$ cat config.mk
export PLATFORM = sky130hd
export DESIGN_NAME = ps2_host_tx
export DESIGN_NICKNAME = d
export VERILOG_FILES = /design/src/rtl/ps2_pkg.sv /design/src/rtl/ps2_line_sync.sv /design/src/rtl/ps2_host_tx.sv
export SDC_FILE = /design/constraint.sdc
export NUM_CORES = 1
export LEC_CHECK = 0
export ABC_AREA = 1
export CAP_MARGIN = 20
export CORE_ASPECT_RATIO = 1.75
export CORE_MARGIN = 5
export CORE_UTILIZATION = 50
export DETAILED_ROUTE_END_ITERATION = 16
export PLACE_DENSITY = 0.8
export SLEW_MARGIN = 10
export SYNTH_ARGS = -nofsm -noshare
export SYNTH_HDL_FRONTEND = slang
export SYNTH_SLANG_ARGS = --single-unit
export TNS_END_PERCENT = 30
$ cat constraint.sdc
create_clock -name clk -period 1.8 [get_ports clk]
set_input_delay 0.36 -clock clk [delete_from_list [all_inputs] [get_ports clk]]
set_output_delay 0.36 -clock clk [all_outputs]
set_load 0.01 [all_outputs]
$ cat src/rtl/ps2_pkg.sv
// Shared PS/2 definitions: host transmitter states, command bytes and the
// odd-parity helper used when framing a command.
package ps2_pkg;

  typedef enum logic [2:0] {
    IDLE,
    INHIBIT,
    XFER,
    ACK,
    WAIT_IDLE,
    DONE
  } ps2_tx_state_e;

  localparam logic [7:0] PS2_CMD_SET_LEDS = 8'hED;
  localparam logic [7:0] PS2_CMD_ENABLE   = 8'hF4;
  localparam logic [7:0] PS2_CMD_RESET    = 8'hFF;

  function automatic logic odd_parity(input logic [7:0] d);
    return ~^d;
  endfunction

endpackage

$ cat src/rtl/ps2_line_sync.sv
// Two-flop synchronizer for one raw PS/2 line with an optional 8-cycle
// level filter and a falling-edge strobe. Shared with the receiver path.
module ps2_line_sync #(
  parameter bit FILTER_EN = 1'b0
) (
  input  logic clk,
  input  logic rst,
  input  logic line_in,
  output logic level,
  output logic fall
);

  logic meta_q, meta_d;
  logic sync_q, sync_d;
  logic prev_q, prev_d;

  always_comb begin
    meta_d = line_in;
    sync_d = meta_q;
    prev_d = level;
  end

  always_ff @(posedge clk or negedge rst) begin
    if (!rst) begin
      meta_q <= 1'b1;
      sync_q <= 1'b1;
      prev_q <= 1'b1;
    end else begin
      meta_q <= meta_d;
      sync_q <= sync_d;
      prev_q <= prev_d;
    end
  end

  generate
    if (FILTER_EN) begin : g_filter
      logic       filt_q, filt_d;
      logic [2:0] run_q, run_d;

      // The filtered level flips only on the 8th consecutive disagreeing sample.
      always_comb begin
        filt_d = filt_q;
        run_d  = 3'd0;
        if (sync_q != filt_q) begin
          if (run_q == 3'd7) begin
            filt_d = sync_q;
          end else begin
            run_d = run_q + 3'd1;
          end
        end
      end

      always_ff @(posedge clk or negedge rst) begin
        if (!rst) begin
          filt_q <= 1'b1;
          run_q  <= 3'd0;
        end else begin
          filt_q <= filt_d;
          run_q  <= run_d;
        end
      end

      assign level = filt_q;
    end else begin : g_raw
      assign level = sync_q;
    end
  endgenerate

  assign fall = prev_q & ~level;

endmodule

$ cat src/rtl/ps2_host_tx.sv
// PS/2 host-to-device command transmitter driving open-drain clock/data enables.
// Define PS2_TX_GLITCH_FILTER_EN to add an 8-cycle glitch filter on the PS/2 clock.
module ps2_host_tx
  import ps2_pkg::*;
#(
  parameter int CLK_FREQ_HZ    = 50000000,
  parameter int INHIBIT_CYCLES = 5000,
  parameter int TIMEOUT_CYCLES = 750000
) (
  input  logic       clk,
  input  logic       rst,
  input  logic [7:0] tx_data,
  input  logic       tx_valid,
  output logic       tx_ready,
  output logic       busy,
  output logic       tx_done,
  output logic       tx_ack_ok,
  output logic       tx_error,
  input  logic       ps2_clk_in,
  input  logic       ps2_data_in,
  output logic       ps2_clk_oe,
  output logic       ps2_data_oe
);

  localparam int CNT_MAX = (INHIBIT_CYCLES > TIMEOUT_CYCLES) ? INHIBIT_CYCLES : TIMEOUT_CYCLES;
  localparam int CNT_W   = $clog2(CNT_MAX + 1);
  localparam logic [CNT_W-1:0] INH_LAST = CNT_W'(INHIBIT_CYCLES - 1);
  localparam logic [CNT_W-1:0] TMO_LAST = CNT_W'(TIMEOUT_CYCLES - 1);

`ifdef PS2_TX_GLITCH_FILTER_EN
  localparam bit CLK_FILTER_EN = 1'b1;
`else
  localparam bit CLK_FILTER_EN = 1'b0;
`endif

  // The device only notices a request-to-send after at least 100 us of clock inhibit.
  generate
    if (INHIBIT_CYCLES * 10000 < CLK_FREQ_HZ) begin : g_bad_inhibit
      $error("INHIBIT_CYCLES is shorter than 100 us at CLK_FREQ_HZ");
    end
  endgenerate

  ps2_tx_state_e    state_q, state_d;
  logic [CNT_W-1:0] cnt_q, cnt_d;
  logic [3:0]       bit_cnt_q, bit_cnt_d;
  logic [9:0]       shreg_q, shreg_d;
  logic             data_oe_q, data_oe_d;
  logic             ack_ok_q, ack_ok_d;
  logic             data_meta_q, data_meta_d;
  logic             data_sync_q, data_sync_d;
  logic             clk_level, clk_fall;
  logic             timed_out;

  ps2_line_sync #(
    .FILTER_EN (CLK_FILTER_EN)
  ) u_clk_sync (
    .clk     (clk),
    .rst     (rst),
    .line_in (ps2_clk_in),
    .level   (clk_level),
    .fall    (clk_fall)
  );

  assign timed_out = ((state_q == XFER) || (state_q == ACK) || (state_q == WAIT_IDLE))
                     && (cnt_q == TMO_LAST);

  always_comb begin
    state_d     = state_q;
    cnt_d       = cnt_q;
    bit_cnt_d   = bit_cnt_q;
    shreg_d     = shreg_q;
    data_oe_d   = data_oe_q;
    ack_ok_d    = ack_ok_q;
    data_meta_d = ps2_data_in;
    data_sync_d = data_meta_q;

    if (timed_out) begin
      data_oe_d = 1'b0;
      ack_ok_d  = 1'b0;
      state_d   = DONE;
    end else begin
      case (state_q)
        IDLE: begin
          data_oe_d = 1'b0;
          if (tx_valid) begin
            shreg_d   = {1'b1, odd_parity(tx_data), tx_data};
            bit_cnt_d = 4'd0;
            cnt_d     = '0;
            state_d   = INHIBIT;
          end
        end
        INHIBIT: begin
          if (cnt_q == INH_LAST) begin
            data_oe_d = 1'b1;
            cnt_d     = '0;
            state_d   = XFER;
          end else begin
            cnt_d = cnt_q + 1'b1;
          end
        end
        XFER: begin
          cnt_d = cnt_q + 1'b1;
          // Shifting in a zero means the stop bit (1) ends up releasing the line.
          if (clk_fall) begin
            data_oe_d = ~shreg_q[0];
            shreg_d   = {1'b0, shreg_q[9:1]};
            bit_cnt_d = bit_cnt_q + 4'd1;
            if (bit_cnt_q == 4'd9) begin
              state_d = ACK;
            end
          end
        end
        ACK: begin
          cnt_d = cnt_q + 1'b1;
          if (clk_fall) begin
            ack_ok_d = ~data_sync_q;
            state_d  = WAIT_IDLE;
          end
        end
        WAIT_IDLE: begin
          cnt_d = cnt_q + 1'b1;
          if (clk_level && data_sync_q) begin
            state_d = DONE;
          end
        end
        DONE: begin
          state_d = IDLE;
        end
        default: begin
          data_oe_d = 1'b0;
          state_d   = IDLE;
        end
      endcase
    end
  end

  always_ff @(posedge clk or negedge rst) begin
    if (!rst) begin
      state_q     <= IDLE;
      cnt_q       <= '0;
      bit_cnt_q   <= 4'd0;
      shreg_q     <= '0;
      data_oe_q   <= 1'b0;
      ack_ok_q    <= 1'b0;
      data_meta_q <= 1'b1;
      data_sync_q <= 1'b1;
    end else begin
      state_q     <= state_d;
      cnt_q       <= cnt_d;
      bit_cnt_q   <= bit_cnt_d;
      shreg_q     <= shreg_d;
      data_oe_q   <= data_oe_d;
      ack_ok_q    <= ack_ok_d;
      data_meta_q <= data_meta_d;
      data_sync_q <= data_sync_d;
    end
  end

  // Clock enable decodes straight from state so an async reset releases it at once.
  assign ps2_clk_oe  = (state_q == INHIBIT);
  assign ps2_data_oe = data_oe_q;
  assign tx_ready    = (state_q == IDLE);
  assign busy        = (state_q != IDLE);
  assign tx_done     = (state_q == DONE);
  assign tx_ack_ok   = tx_done & ack_ok_q;
  assign tx_error    = tx_done & ~ack_ok_q;

endmodule

==> impl_metrics.env <==
export IMPL_outcome="finished, final reports clean"
export IMPL_hp_class="input pin to asynchronous set/reset pin"
export IMPL_synthTopCellsByCount="nand2_1 (145), inv_1 (50), dfrtp_1 (39), nor2_1 (39), nand3_1 (36)"
export IMPL_dp_hpwl_mm=5.05
export IMPL_slew_headroom=0.625
export IMPL_drc=0
export IMPL_chipWidth_um=68.8
export IMPL_dieArea_sq_um=7770
export IMPL_rsz0062_at_grt="false"
export IMPL_crit_arrival_ns=1.37
export IMPL_p_leak_nw=1.77
export IMPL_synth_seq_area_share=0.366
export IMPL_crit_path_end_kind="output port"
export IMPL_drv_slew=0
export IMPL_post_drt_wl_per_cell_um=12.8
export IMPL_finalNetCount=484
export IMPL_io_pins=20
export IMPL_skew_ns=0.0150
export IMPL_clockBufferDepth=2
export IMPL_hold_buffers=0
export IMPL_cp_max_fo=4
export IMPL_crit_required_ns=1.44
export IMPL_grt_use_total=0.194
export IMPL_drtIter0Drc=213
export IMPL_grt_max_degree=45
export IMPL_die_height_um=113
export IMPL_power_density_nw_per_um2=1210
export IMPL_clkTransAtPathRegs_ns=0.09
export IMPL_final_hold_viol_count=0
export IMPL_synth_area_per_cell_sq_um=7.04
export IMPL_routed_wirelength_mm=6.99
export IMPL_numClockSinks=44
export IMPL_num_fill_cells=524
export IMPL_yosys_warnings=0
export IMPL_yosysUniqueCellTypes=34
export IMPL_tightestPinTransition_ns=0.563
export IMPL_gp_congestion=0.992
export IMPL_first_global_vias=2836
export IMPL_htree_levels=2
export IMPL_yosysMostFrequentCell="nand2_1"
export IMPL_final_setup_tns_ns=0
export IMPL_rows=37
export IMPL_setup_worst_path_start_class="register"
export IMPL_syn_inst=430
export IMPL_placedInstanceArea_sq_um=3350
export IMPL_drt_first_pass_iters=4
export IMPL_grt_pass1_wl_mm=11.8
export IMPL_syn_nets=446
export IMPL_netlist_area_leader_share=0.323
export IMPL_num_vias=2862
export IMPL_fin_crit_ns=1.73
export IMPL_numCtsBuffers=5
export IMPL_synth_top_cells_by_area="dfrtp_1 (32%), nand2_1 (18%), inv_1 (6.2%), nand3_1 (6.0%), nor2_1 (4.8%)"
export IMPL_port_buffers=19
export IMPL_synth_area_sq_um=3030
export IMPL_syn2layout_area_growth_pct=17.4
export IMPL_insertion_delay_ns=0.30
export IMPL_vias_per_cell=5.23
export IMPL_n_antenna_cell=0
export IMPL_antenna_found_initial=0
export IMPL_ant_nets=0
export IMPL_floorplan_initialDensity=0.515
export IMPL_finalSetupViolCount=0
export IMPL_fmax_mhz=579
export IMPL_synth_top_area_cell="dfrtp_1"
export IMPL_root_buffer="clkbuf_8"
export IMPL_vdd_ir_drop_max_mv=1.05
export IMPL_crit_type="register to output port"
export IMPL_fin_crit_sh=0.960
export IMPL_layout_drive_gt1_share=0.158
export IMPL_synth_enable_flop_cells=0
export IMPL_core_area_sq_um=5880
export IMPL_drv_cap=0
export IMPL_async_reset_ff_frac=1.00
export IMPL_cts_tree="built"
export IMPL_synth_ff_type="dfrtp_1"
export IMPL_post_route_cell_area_sq_um=3550
export IMPL_grt_overflow=0
export IMPL_ys_seq_elements=44
==> where the power goes <==
| part | internal (mW) | switching (mW) | leakage, nW | total, mW |
|---|---|---|---|---|
| Clock | 0.490 | 0.355 | 0.0645 | 0.845 |
| Combinational | 0.818 | 1.27 | 1.14 | 2.09 |
| Sequential | 1.21 | 0.150 | 0.571 | 1.36 |
| Total | 2.51 | 1.78 | 1.77 | 4.29 |
==> metrics by stage <==
step | cells | util | power (mW) | setup WS (ns) | hold slack (ns)
after floorplan | 430 | - | 2.78 | 0.101 | 0.0644
after global placement | 532 | 0.570 | 3.26 | 0.105 | 0.348
after detailed placement | 532 | 0.570 | 3.30 | 0.0493 | 0.349
after CTS | 540 | 0.591 | 4.14 | 0.0356 | 0.152
after global routing | 547 | 0.604 | 4.60 | 0.0121 | 0.182
final | 547 | 0.604 | 4.29 | 0.0722 | 0.112
==> per-layer routing <==
layer | track usage | wire, um | share of wire | vias up
li1 | - | - | - | 1425
met1 | 0.207 | 2640 | 0.38 | 1326
met2 | 0.347 | 3770 | 0.54 | 87
met3 | 0.0288 | 294 | 0.042 | 24
met4 | 0.108 | 284 | 0.041 | 0
met5 | 0 | 0 | 0 | -
==> cell families (layout without fill, tap and decap cells) <==
family | after synthesis | after routing | share of synthesized area
flip-flops | 44 | 44 | 0.366
XOR/XNOR | 17 | 17 | 0.0492
AND/OR/NAND/NOR | 252 | 252 | 0.374
buffers and inverters | 66 | 105 | 0.103
adder cells (fa/ha/maj) | 3 | 3 | 0.0124
AO/OA/AOI/OAI | 48 | 48 | 0.0955
==> timing repair <==
action | 4_1_cts | 5_1_grt
gates resized for setup | 9 | 5
cloned | 0 | 0
setup endpoints to repair | 6 | 16
setup buffers | 0 | 7
==> layout make-up <==
| cell class | instances | area (sq um) | share of cell area |
|---|---|---|---|
| repair buffers | 42 | 388 | 0.109 |
| flip-flops and latches | 44 | 1110 | 0.312 |
| clock inverters | 1 | 30.0 | 0.00846 |
| inverters | 55 | 210 | 0.0592 |
| well taps | 78 | 97.6 | 0.0275 |
| clock buffers | 7 | 96.3 | 0.0271 |
| multi-input cells | 320 | 1620 | 0.456 |
==> path summary, 6_finish.rpt <==
kind / slack, ns / endpoint / cells after the start / startpoint
min reg2reg: 0.36 / data_sync_q / 0 / data_meta_q
min: 0.11 / cnt_q[7] / 2 / rst
max: 0.07 / ps2_clk_oe / 4 / state_q[1]
min in group clk: 0.36 / data_sync_q / 0 / data_meta_q
max reg2reg: 0.13 / state_q[0] / 10 / cnt_q[0]
max in group asynchronous: 1.26 / state_q[0] / 2 / rst
==> state kept, by name, indices dropped and copies added (netlist names) <==
signal and count:
ack_ok_q 1, bit_cnt_q 4, cnt_q 20, data_meta_q 1
data_sync_q 1, ps2_data_oe 1, shreg_q 10, state_q 3
u_clk_sync.level 1, u_clk_sync.meta_q 1, u_clk_sync.prev_q 1
==> placed cells by master (no fill, tap or decap), types with 2 or more instances in the layout <==
cell             instances
buf_4                   19
xnor2_1                  5
a21oi_1                  2
nand4_1                  4
nand2_2                  7
nor2_1                  39
dfstp_2                  5
nor2_2                   4
ha_1                     3
o21ai_2                  4
nand3_2                  4
clkbuf_8                 7
nor2_4                   5
clkdlybuf4s50_1         12
xor2_1                  12
buf_12                   3
nor3_1                   2
o21ai_0                 23
o21ai_1                  9
o211ai_1                 7
inv_2                    4
nand3b_1                 2
dfrtp_1                 38
dlygate4sd2_1            5
inv_1                   49
nand3_1                 35
nand2_1                144
or2_2                    2
==> critical path, cell delays in order, from the launching register on <==
cell and delay, ns:
dfrtp_1 0.44, inv_2 0.12, nand2_1 0.08, nor2_2 0.14, dlygate4sd2_1 0.29
(Power assumes the default switching activity.)
